`config.mk`:
```
export PLATFORM = sky130hd
export DESIGN_NAME = snn_frame_scheduler
export DESIGN_NICKNAME = d
export VERILOG_FILES = /design/src/rtl/snn_frame_scheduler.sv
export SDC_FILE = /design/constraint.sdc
export NUM_CORES = 1
export LEC_CHECK = 0
export ABC_AREA = 1
export CAP_MARGIN = 10
export CORE_MARGIN = 8
export CORE_UTILIZATION = 50
export DETAILED_ROUTE_END_ITERATION = 8
export GPL_TIMING_DRIVEN = 0
export PLACE_DENSITY = 0.73
export SLEW_MARGIN = 20
export SYNTH_ARGS = -nofsm -noshare
export SYNTH_HDL_FRONTEND = slang
export SYNTH_SLANG_ARGS = --single-unit
```
`constraint.sdc`:
```
create_clock -name clk -period 3 [get_ports clk]
set_input_delay 0.6 -clock clk [delete_from_list [all_inputs] [get_ports clk]]
set_output_delay 0.6 -clock clk [all_outputs]
set_load 0.01 [all_outputs]
```
`src/rtl/snn_frame_scheduler.sv`:
```
// Frame-level sequencer for snn_network_array: streams pixels into the array one step at a time,
// accumulates per-neuron spike counts over a frame and returns the argmax neuron over valid/ready.
module snn_frame_scheduler #(
    parameter int DATA_WIDTH   = 8,
    parameter int NUM_NEURONS  = 10,
    parameter int FRAME_PIXELS = 784,
    parameter int CNT_WIDTH    = 10,
    parameter int MAX_WAIT     = 64,
    localparam int IDX_W       = $clog2(NUM_NEURONS)
) (
    input  logic                   clk,
    input  logic                   rst_n,
    input  logic                   start,
    input  logic [NUM_NEURONS-1:0] neuron_mask,
    input  logic                   pix_valid,
    input  logic [DATA_WIDTH-1:0]  pix_data,
    output logic                   pix_ready,
    output logic                   net_rst_n,
    output logic [DATA_WIDTH-1:0]  net_pixel,
    output logic [NUM_NEURONS-1:0] net_enables,
    input  logic [NUM_NEURONS-1:0] net_fired,
    input  logic [NUM_NEURONS-1:0] net_valid,
    output logic                   class_valid,
    input  logic                   class_ready,
    output logic [IDX_W-1:0]       class_idx,
    output logic [CNT_WIDTH-1:0]   class_count,
    output logic                   no_spike,
    output logic                   timeout_err,
    output logic                   busy
);

    localparam int PIX_W  = (FRAME_PIXELS > 1) ? $clog2(FRAME_PIXELS) : 1;
    localparam int WAIT_W = $clog2(MAX_WAIT + 2);
    localparam logic [PIX_W-1:0]  LAST_PIX   = PIX_W'(FRAME_PIXELS - 1);
    localparam logic [IDX_W-1:0]  LAST_IDX   = IDX_W'(NUM_NEURONS - 1);
    localparam logic [WAIT_W-1:0] WAIT_LIMIT = WAIT_W'(MAX_WAIT);

    typedef enum logic [2:0] {
        S_IDLE,
        S_CLEAR,
        S_FEED,
        S_WAIT,
        S_ARGMAX,
        S_DONE
    } state_t;

    state_t                 state_q, state_d;
    logic [NUM_NEURONS-1:0] mask_q, mask_d;
    logic [NUM_NEURONS-1:0] vseen_q, vseen_d;
    logic [NUM_NEURONS-1:0] fseen_q, fseen_d;
    logic                   en_pulse_q, en_pulse_d;
    logic [DATA_WIDTH-1:0]  pixel_q, pixel_d;
    logic [PIX_W-1:0]       pix_cnt_q, pix_cnt_d;
    logic [WAIT_W-1:0]      wait_cnt_q, wait_cnt_d;
    logic [WAIT_W-1:0]      wait_next;
    logic [CNT_WIDTH-1:0]   count_q   [NUM_NEURONS];
    logic [CNT_WIDTH-1:0]   count_d   [NUM_NEURONS];
    logic [CNT_WIDTH-1:0]   count_inc [NUM_NEURONS];
    logic [IDX_W-1:0]       scan_q, scan_d;
    logic [IDX_W-1:0]       best_idx_q, best_idx_d;
    logic [CNT_WIDTH-1:0]   best_q, best_d;
    logic [IDX_W-1:0]       res_idx_q, res_idx_d;
    logic [CNT_WIDTH-1:0]   res_cnt_q, res_cnt_d;
    logic                   no_spike_q, no_spike_d;
    logic                   timeout_q, timeout_d;
    logic [IDX_W-1:0]       first_masked;

    // Saturating per-neuron increment, applied only when a pixel step completes.
    for (genvar gi = 0; gi < NUM_NEURONS; gi++) begin : g_neuron
        assign count_inc[gi] = (fseen_q[gi] && (count_q[gi] != '1)) ? count_q[gi] + 1'b1
                                                                     : count_q[gi];
    end

    always_comb begin
        first_masked = '0;
        for (int i = NUM_NEURONS - 1; i >= 0; i--) begin
            if (mask_q[i]) begin
                first_masked = IDX_W'(i);
            end
        end
    end

    assign wait_next = wait_cnt_q + 1'b1;

    always_comb begin
        state_d    = state_q;
        mask_d     = mask_q;
        vseen_d    = vseen_q;
        fseen_d    = fseen_q;
        en_pulse_d = 1'b0;
        pixel_d    = pixel_q;
        pix_cnt_d  = pix_cnt_q;
        wait_cnt_d = wait_cnt_q;
        count_d    = count_q;
        scan_d     = scan_q;
        best_d     = best_q;
        best_idx_d = best_idx_q;
        res_idx_d  = res_idx_q;
        res_cnt_d  = res_cnt_q;
        no_spike_d = no_spike_q;
        timeout_d  = timeout_q;

        case (state_q)
            S_IDLE: begin
                if (start) begin
                    mask_d = neuron_mask;
                    if (neuron_mask == '0) begin
                        state_d    = S_DONE;
                        res_idx_d  = '0;
                        res_cnt_d  = '0;
                        no_spike_d = 1'b1;
                        timeout_d  = 1'b0;
                    end else begin
                        state_d = S_CLEAR;
                    end
                end
            end

            S_CLEAR: begin
                for (int i = 0; i < NUM_NEURONS; i++) begin
                    count_d[i] = '0;
                end
                pix_cnt_d = '0;
                state_d   = S_FEED;
            end

            S_FEED: begin
                if (pix_valid) begin
                    pixel_d    = pix_data;
                    en_pulse_d = 1'b1;
                    vseen_d    = '0;
                    fseen_d    = '0;
                    wait_cnt_d = '0;
                    state_d    = S_WAIT;
                end
            end

            S_WAIT: begin
                vseen_d    = vseen_q | (net_valid & mask_q);
                fseen_d    = fseen_q | (net_fired & net_valid & mask_q);
                wait_cnt_d = wait_next;
                // Completion wins over timeout when both land on the same cycle.
                if (vseen_q == mask_q) begin
                    count_d   = count_inc;
                    pix_cnt_d = pix_cnt_q + 1'b1;
                    if (pix_cnt_q == LAST_PIX) begin
                        state_d    = S_ARGMAX;
                        scan_d     = '0;
                        best_d     = '0;
                        best_idx_d = '0;
                    end else begin
                        state_d = S_FEED;
                    end
                end else if (wait_next > WAIT_LIMIT) begin
                    state_d    = S_DONE;
                    timeout_d  = 1'b1;
                    no_spike_d = 1'b0;
                    res_idx_d  = '0;
                    res_cnt_d  = '0;
                end
            end

            S_ARGMAX: begin
                if (mask_q[scan_q] && (count_q[scan_q] > best_q)) begin
                    best_d     = count_q[scan_q];
                    best_idx_d = scan_q;
                end
                scan_d = scan_q + 1'b1;
                if (scan_q == LAST_IDX) begin
                    state_d   = S_DONE;
                    timeout_d = 1'b0;
                    if (best_d == '0) begin
                        no_spike_d = 1'b1;
                        res_idx_d  = first_masked;
                        res_cnt_d  = '0;
                    end else begin
                        no_spike_d = 1'b0;
                        res_idx_d  = best_idx_d;
                        res_cnt_d  = best_d;
                    end
                end
            end

            S_DONE: begin
                if (class_ready) begin
                    state_d    = S_IDLE;
                    res_idx_d  = '0;
                    res_cnt_d  = '0;
                    no_spike_d = 1'b0;
                    timeout_d  = 1'b0;
                end
            end

            default: state_d = S_IDLE;
        endcase
    end

    always_ff @(posedge clk) begin
        if (!rst_n) begin
            state_q    <= S_IDLE;
            mask_q     <= '0;
            vseen_q    <= '0;
            fseen_q    <= '0;
            en_pulse_q <= 1'b0;
            pixel_q    <= '0;
            pix_cnt_q  <= '0;
            wait_cnt_q <= '0;
            for (int i = 0; i < NUM_NEURONS; i++) begin
                count_q[i] <= '0;
            end
            scan_q     <= '0;
            best_q     <= '0;
            best_idx_q <= '0;
            res_idx_q  <= '0;
            res_cnt_q  <= '0;
            no_spike_q <= 1'b0;
            timeout_q  <= 1'b0;
        end else begin
            state_q    <= state_d;
            mask_q     <= mask_d;
            vseen_q    <= vseen_d;
            fseen_q    <= fseen_d;
            en_pulse_q <= en_pulse_d;
            pixel_q    <= pixel_d;
            pix_cnt_q  <= pix_cnt_d;
            wait_cnt_q <= wait_cnt_d;
            count_q    <= count_d;
            scan_q     <= scan_d;
            best_q     <= best_d;
            best_idx_q <= best_idx_d;
            res_idx_q  <= res_idx_d;
            res_cnt_q  <= res_cnt_d;
            no_spike_q <= no_spike_d;
            timeout_q  <= timeout_d;
        end
    end

    // The array clear follows rst_n directly so it is low for the whole reset, not just after an edge.
    assign net_rst_n   = rst_n && (state_q != S_CLEAR);
    assign pix_ready   = (state_q == S_FEED);
    assign net_pixel   = pixel_q;
    assign net_enables = en_pulse_q ? mask_q : '0;
    assign class_valid = (state_q == S_DONE);
    assign class_idx   = res_idx_q;
    assign class_count = res_cnt_q;
    assign no_spike    = no_spike_q;
    assign timeout_err = timeout_q;
    assign busy        = (state_q != S_IDLE);

endmodule
```
---- After elaboration in Yosys (flattened, before gate mapping) ----
Cells that the tools add are included.
word-level totals
  input bits .............................. 43
  output and inout port bits .............. 38
  flip-flop bits (word level) ............. 193
  logic and storage cells ................. 210
cells by class
  mux-type cells .......................... 85
  order comparisons ....................... 4
  add/subtract/negate cells ............... 13
  bitwise operators ....................... 6
  eq/ne operators ......................... 39
  reductions and logical operators ........ 38
operator list
  operator               count
  $mux 10                26
  $pmux 100 s2           1
  $add 10x1->10 const B  11
  $mux 100               1
  $ne 10x10->1 const B   10
  $mux 4                 20
  $pmux 10 s2            4
  $bmux 10 s4            1
  $pmux 10 s4            1
  $ne 2x2->1 const B     18
  $reduce_and 3->1       11
  $and 10x10->10         3
  $mux 3                 8
  $logic_not 10->1       2
  $or 10x10->10          2
  $pmux 3 s6             1
  $pmux 4 s2             2
  $pmux 4 s4             1
  $mux 1                 14
  $pmux 7 s2             1
  $logic_and 1x1->1      12
  $eq 10x10->1           1
  $eq 10x10->1 const B   1
  $gt 10x10->1           1
  23 further kinds       32

---- Longest topological paths before layout ----
  depth after elaboration ................. 13
  gate-level depth with buffers ........... 27
  mapped depth without buffers ............ 24

---- Least setup slack after synthesis ----
OpenSTA, ideal clock, no wires.
  path kind ............................... register -> register
  from .................................... reg scan_q[0]
  to ...................................... reg res_idx_q[0], in the netlist class_idx[0]
  path buffers ............................ 3
  setup time .............................. 119 ps
  required time ........................... 2,881 ps
  data arrival time ....................... 2,865 ps
  clock period less this slack ............ 2,984 ps
  stages on the path, launching flop included .. 23
  setup slack ............................. 16 ps
  path through ............................ dfxtp_1 inv_2 buf_6 clkbuf_1 o21ai_0 o211ai_1 nand3_1 nand2_1 ha_1 nand2_1 nor2_2 inv_2 a21oi_1 nor2_1 nor2_4 nand2_2 buf_2 o21ai_1 nand2_1 nor2_2 nand3_1 nand3_1 a21oi_1
between the ends
  cells in the longest elaborated chain, start to end .. 12
  elaborated cells on any way between the ends .. 18
  classes of those cells .................. 1 x order compare; 2 x eq/ne; 11 x mux; 1 x bitwise; 3 x reduce/logical
ends and longest elaborated chain
  what                                        line      RTL
  from (decl)                                 59        logic [IDX_W-1:0] scan_q, scan_d;
  from (signal assigned)                      228       scan_q <= scan_d;
  $not 4->5 (not written as such)             164, 165
  $bmux 10 s4                                 164, 165
  $mux 10 (not written as such) (2 in a row)  164, 165
  $gt 10x10->1                                164       if (mask_q[scan_q] && (count_q[scan_q] > best_q)) begin
  $logic_and 1x1->1                           164
  $mux 10                                     164
  $mux 10                                     103       case (state_q)
  $logic_not 10->1                            172       if (best_d == '0) begin
  $mux 4                                      172
  $mux 4                                      169       if (scan_q == LAST_IDX) begin
  $pmux 4 s4                                  103
  to (signal assigned)                        231       res_idx_q <= res_idx_d;
  to (decl)                                   62        logic [IDX_W-1:0] res_idx_q, res_idx_d;
Parallel ways exist; a longest one is shown, timed or not. The select of a mux whose other input is x is not followed.
A chain may end at the register's enable or synchronous reset.

---- Worst setup path after layout ----
  from .................................... reg scan_q[0]
  to ...................................... reg res_idx_q[3], in the netlist class_idx[3]
The elaborated chain is that of the path after synthesis.

==> impl_metrics.env <==
export IMPL_min_path_cells=2
export IMPL_drive_gt1_frac=0.153
export IMPL_grt_pass1_wl_um=53500
export IMPL_clock_tree_buffer_depth=2
export IMPL_cts_buffers=17
export IMPL_ant_nets=0
export IMPL_synth_avg_cell_area_um2=6.85
export IMPL_fin_crit_sh=1.09
export IMPL_grt_total_usage=0.255
export IMPL_async_flop_share=0
export IMPL_place_congestion=0.935
export IMPL_cts_sinks=193
export IMPL_status="complete, but fails checks"
export IMPL_hold_viol=0
export IMPL_slew_viol_final=0
export IMPL_yosysSeqAreaShare=0.366
export IMPL_start_util=0.505
export IMPL_synth_edf_count=0
export IMPL_rrSetupSlack_ns=-0.28
export IMPL_syn_num_nets=1608
export IMPL_rows=53
export IMPL_die_x_um=161
export IMPL_critPathTopFamily="simple AND/OR/NAND/NOR gates"
export IMPL_reg2reg_to="class_idx[3]"
export IMPL_routedWlPerCell_um=17.3
export IMPL_setup_violations=11
export IMPL_worst_pin_slew_ns=0.826
export IMPL_cap_violations=0
export IMPL_hold_class="reg -> reg"
export IMPL_area_growth_synth_to_final_pct=25.3
export IMPL_rr_worst_depth=23
export IMPL_final_cell_mix="315 x nand2_1, 201 x inv_1, 191 x dfxtp_1"
export IMPL_fin_crit_ns=3.28
export IMPL_num_io_pins=81
export IMPL_cp_start_kind="flip-flop"
export IMPL_avgViaCountPerCell=5.59
export IMPL_antenna_cells=0
export IMPL_critical_path_max_stage_delay_ns=0.42
export IMPL_synthFlopType="dfxtp_1"
export IMPL_worstPathCellList="buf_12 -> buf_8 -> nand2_1 -> nand3_1 -> nand3_1 -> nand3_2 -> nand2_4 -> ha_1 -> nand2_2 -> inv_1 -> nand2_1 -> a21oi_2 -> nor2_4 -> nor2_4 -> nand2_4 -> buf_6 -> o21ai_4 -> nand2_2 -> nor2_4 -> nand3_4 -> nand2_1 -> nand3_2 -> a21oi_1"
export IMPL_core_um2=20900
export IMPL_power_mw=9.85
export IMPL_relSlewSlack=0.449
export IMPL_post_dp_cell_area_um2=11700
export IMPL_worst_path_buf_inv=4
export IMPL_num_nets_final=1731
export IMPL_leakage_nw=5.11
export IMPL_design_area_um2=13200
export IMPL_max_freq_ghz=0.305
export IMPL_wirelength_um=33800
export IMPL_fillers=1820
export IMPL_synth_cells=1541
export IMPL_ys_warn_count=0
export IMPL_drt_initial_drc_count=1115
export IMPL_overflow=0
export IMPL_grt_pass1_vias=10500
export IMPL_vias=10900
export IMPL_drt_pre_antenna_iters=6
export IMPL_ir_drop_mv=0.453
export IMPL_htreeDepth=4
export IMPL_drc=0
export IMPL_dp_hpwl_um=24100
export IMPL_antenna_found_initial=0
export IMPL_reg2reg_from="scan_q[0]"
export IMPL_syn_cell_area_um2=10600
export IMPL_arrival_ns=3.67
export IMPL_cp_max_fo=10
export IMPL_clk_pin_slew_ns=0.08
export IMPL_whs_endpoint="best_q[1]"
export IMPL_worstSetupEndpointType="flip-flop"
export IMPL_clockRootBuffer="clkbuf_16"
export IMPL_worstPathRequired_ns=3.39
export IMPL_min_from="best_q[1]"
export IMPL_grt_start_max_net_pins=21
export IMPL_slowest_stage="dfxtp_4"
export IMPL_clock_skew_ns=0.0145
export IMPL_power_density_nw_per_um2=745
export IMPL_ys_types=49
export IMPL_cts_tree="built"
export IMPL_violations="negative setup slack"
export IMPL_rsz0062_at_grt="true"
export IMPL_dieArea_um2=26000
export IMPL_clock_latency_ns=0.45
export IMPL_layout_commonest_cell="nand2_1"
export IMPL_criticalPathCategory="reg -> reg"
export IMPL_setup_ws_ns=-0.281
export IMPL_die_h_um=161
export IMPL_io_buffers=80
export IMPL_ys_seq_elements=193
cell usage after synthesis, types with 5 or more instances:
cell type | number | share of area
a211oi_1 | 30 | 0.021
a21oi_1 | 160 | 0.076
a221oi_1 | 6 | 0.0050
buf_2 | 16 | 0.0076
clkbuf_1 | 37 | 0.013
dfxtp_1 | 193 | 0.37
ha_1 | 24 | 0.028
inv_1 | 204 | 0.073
inv_2 | 16 | 0.0057
nand2_1 | 336 | 0.12
nand2_2 | 9 | 0.0053
nand2_4 | 6 | 0.0064
nand3_1 | 134 | 0.064
nand3_2 | 7 | 0.0066
nand4_1 | 11 | 0.0065
nor2_1 | 83 | 0.030
nor2_2 | 12 | 0.0071
nor2_4 | 10 | 0.011
nor3_1 | 27 | 0.013
nor3_2 | 10 | 0.0095
nor3b_1 | 8 | 0.0057
nor4_1 | 8 | 0.0047
o211ai_1 | 13 | 0.0092
o21a_1 | 5 | 0.0036
o21ai_0 | 90 | 0.043
o21ai_1 | 29 | 0.014
or2_1 | 7 | 0.0041
xor2_1 | 9 | 0.0075
what timing repair did:
item                                    CTS  global route
pin swaps                                32            39
gates resized for setup                 123            53
endpoints found under the setup margin   30            29
hold buffers                              0             0
setup buffers                            14             5
cloned                                    6             3
state kept, by name, indices dropped and copies added (netlist names):
signal and flops:
best_idx_q 4, net_pixel 8, wait_cnt_q 7, pix_cnt_q 10, class_count 10, mask_q 10, best_q 10, timeout_err 1
no_spike 1, class_idx 4, state_q 3, count_q 100, fseen_q 10, scan_q 4, vseen_q 10, en_pulse_q 1
power by group:
part / total (mW) / switching [mW] / internal (mW)
combinational: 4.49 / 2.84 / 1.65
clock: 2.30 / 1.17 / 1.13
sequential: 3.07 / 0.238 / 2.83
worst max path at each step:
stage,startpoint,endpoint,slack [ns],cells after the start
after floorplan,scan_q[0],class_idx[0],0.02,22
after global placement,scan_q[0],class_idx[0],-0.86,22
after detailed placement,scan_q[0],class_idx[0],-0.93,22
after CTS,scan_q[0],class_idx[0],-0.19,25
after global routing,scan_q[0],class_idx[0],-0.41,25
final,scan_q[0],class_idx[3],-0.28,23
final cells by class:
cell class | instances | area [um^2] | area share
Timing Repair Buffer | 106 | 1140 | 0.0861
Clock buffer | 18 | 429 | 0.0324
Buffer | 59 | 437 | 0.0330
Timing Repair inverter | 1 | 5.00 | 0.000378
Tap cell | 275 | 344 | 0.0260
Clock inverter | 14 | 163 | 0.0123
Sequential cell | 193 | 3870 | 0.292
Inverter | 223 | 853 | 0.0645
Multi-Input combinational cell | 1063 | 5990 | 0.453
worst register-to-register path: stages, from the launching register on:
cell,delay (ns)
dfxtp_4,0.42
buf_12,0.17
buf_8,0.15
nand2_1,0.07
nand3_1,0.10
nand3_1,0.14
nand3_2,0.15
nand2_4,0.09
ha_1,0.29
nand2_2,0.07
inv_1,0.07
nand2_1,0.06
a21oi_2,0.17
nor2_4,0.06
nor2_4,0.13
nand2_4,0.10
buf_6,0.15
o21ai_4,0.15
nand2_2,0.09
nor2_4,0.15
nand3_4,0.11
nand2_1,0.11
nand3_2,0.08
a21oi_1,0.14
kinds of logic (layout without fill, tap and decap cells):
logic type | after synthesis | after routing | synth area share
buffers and inverters | 285 | 421 | 0.107
adders and majority gates | 24 | 24 | 0.0284
and+or+nand+nor | 678 | 678 | 0.301
DFF | 193 | 193 | 0.366
xor gates and xnor gates | 10 | 10 | 0.00830
AOI/OAI and AO/OA | 351 | 351 | 0.189
layer usage:
| layer | global-route usage | vias up | part of all wire |
|---|---|---|---|
| li1 | - | 5317 | - |
| met1 | 0.312 | 5002 | 0.41 |
| met2 | 0.416 | 493 | 0.45 |
| met3 | 0.0672 | 105 | 0.091 |
| met4 | 0.110 | 0 | 0.041 |
| met5 | 0 | - | 0 |
stage by stage:
stage	setup TNS, ns	util	instances	setup slack (ns)	hold slack [ns]
finish	-1.46	0.633	1952	-0.281	0.469
global route	-3.18	0.633	1952	-0.415	0.480
CTS	-0.805	0.620	1945	-0.185	0.466
detailed placement	-15.62	0.560	1896	-0.932	0.452
global placement	-14.22	0.560	1896	-0.856	0.447
floorplan	0	-	1541	0.0158	0.427
Power figures use the tool's default switching activity.
==> variant (config.mk and constraints unchanged) <==
The parameter `NUM_NEURONS` goes from 10 to 20.
--- a/src/rtl/snn_frame_scheduler.sv
+++ b/src/rtl/snn_frame_scheduler.sv
@@ -2,7 +2,7 @@
 // accumulates per-neuron spike counts over a frame and returns the argmax neuron over valid/ready.
 module snn_frame_scheduler #(
     parameter int DATA_WIDTH   = 8,
-    parameter int NUM_NEURONS  = 10,
+    parameter int NUM_NEURONS  = 20,
     parameter int FRAME_PIXELS = 784,
     parameter int CNT_WIDTH    = 10,
     parameter int MAX_WAIT     = 64,
Ports: changed (5 resized); port bits go from 81 to 122. The function was not compared with the original's and may differ.
==> variant against the unedited design <==
- area after synthesis is 77% higher
- setup slack worse by 590 ps
- power increased by 96%
- critical path depth increased by 2
- the run still ends with negative setup slack left
- combinational power increased by 110%
- global-route usage rose by 4.7 points
- final area up 77%
- sequential share of layout area is 1.3 points lower
- sequential cell count up 133
- wire length rose by 110%
- critical path type unchanged
- first-iteration DRC count grew 110%
- non-clock buffer count grew 136
- sequential power increased by 73%
==> variant: results (changes against the unedited design) <==
power:
  p_leak_nw: 8.456  # was 5.114 nW
  p_int_mw: 10.85  # was 5.604 mW
run_status:
  violations: "negative setup slack"  # unchanged
  status: "finished with violations"  # unchanged
place:
  dpl.hpwl_mm: 49.82  # was 24.06 mm
  portBuffers: 121  # was 80
  place.gp.congestion: 0.9953  # was 0.9351
global_routing:
  track_usage: 0.3015  # was 0.2550
  use_met2: 0.4781  # was 0.4163
  first_global_vias: 19390  # was 10450
  grt_use_met3: 0.06764  # was 0.06719
  use_met1: 0.3741  # was 0.3117
timing:
  fin_skew_ps: 17.17  # was 14.48 ps
  setup_tns_ps: -16410  # was -1464 ps
  slew-limit-headroom: 0.2973  # was 0.4493
  setup_violations: 31  # was 11
  hold_ws_ps: 466.6  # was 468.7 ps
  setup_ws_ps: -870.6  # was -281.2 ps
routing:
  wl_met3_mm: 7.768  # was 3.066 mm
  wl_met1_mm: 27.74  # was 13.98 mm
  routed_wl_mm: 70.27  # was 33.82 mm
  drtIter0Drc: 2308  # was 1115
layout:
  final_layout_size_suffix_gt1_frac: 0.1308  # was 0.1532
cts:
  clk_pin_slew_ps: 60  # was 80 ps
  worstSkewPairLatency_ps: 570  # was 450 ps
  cts_made_buffers: 39  # was 17
setup_path:
  reg2reg_depth: 25  # was 23
logic_synthesis:
  synth_area_leaders: "dfxtp_1 35%, nand2_1 14%, a21oi_1 8.1%"  # was dfxtp_1 37%, nand2_1 12%, a21oi_1 7.6%
  ys_seq_area_frac: 0.3499  # was 0.3659
min_path:
  whs_endpoint: "vseen_q[18]"  # was best_q[1]
## variant: cell types whose count changed after synthesis, sizes merged, moves of 84 or more
cell   delta
nor2    +123
o21ai   +119
a21oi   +137
nor3     +84
dfxtp   +133
inv     +114
nand2   +353
## variant: cell type report
class,count,share of cell area
clock buffers,48,0.04451
multi-input cells,2038,0.4683
repair inverters,1,0.0002678
flip-flops and latches,326,0.2796
plain buffers,124,0.03755
repair buffers,177,0.07975
inverters,338,0.05554
well taps,468,0.02507
clock inverters,22,0.009373
## variant: cells by family after synthesis
kind of cell / count (synthesis) / share of synthesized area
buffers and inverters: 467 / 0.1044
XOR/XNOR: 67 / 0.03146
adder cells (fa/ha/maj): 33 / 0.02214
AO/OA/AOI/OAI: 633 / 0.1884
flip-flops: 326 / 0.3499
AND/OR/NAND/NOR: 1305 / 0.3037
## variant: critical path, delay by kind of cell (launching register included)
kind,cells,cell delay (ps)
and+or+nand+nor,10,1150
DFF,1,430
adders and majority gates,1,270
AOI/OAI and AO/OA,8,1170
buffers and inverters,6,740
## variant: metrics by stage
| stage | cell area (um^2) | util |
|---|---|---|
| 2_1_floorplan | 18690 | - |
| 4_1_cts | 22780 | 0.6207 |
| 6_report | 23360 | 0.6366 |
| 3_3_place_gp | 20490 | 0.5583 |
| 5_1_grt | 23360 | 0.6366 |
| 3_5_place_dp | 20490 | 0.5583 |
## variant: power by group through the flow
stage	clock, mW	sequential (mW)	combinational (mW)
6_report	4.75	5.30	9.24
2_1_floorplan	0	5.20	4.62
4_1_cts	4.77	5.25	7.97
5_1_grt	4.93	5.34	9.75
3_5_place_dp	0	5.34	6.82
3_3_place_gp	0	5.32	6.73
## variant: timing repair
action                     CTS  global route
setup endpoints to repair   42            87
gates cloned                 5             6
resized for setup          173           121
buffers inserted            33            14
pin swaps                   40            67
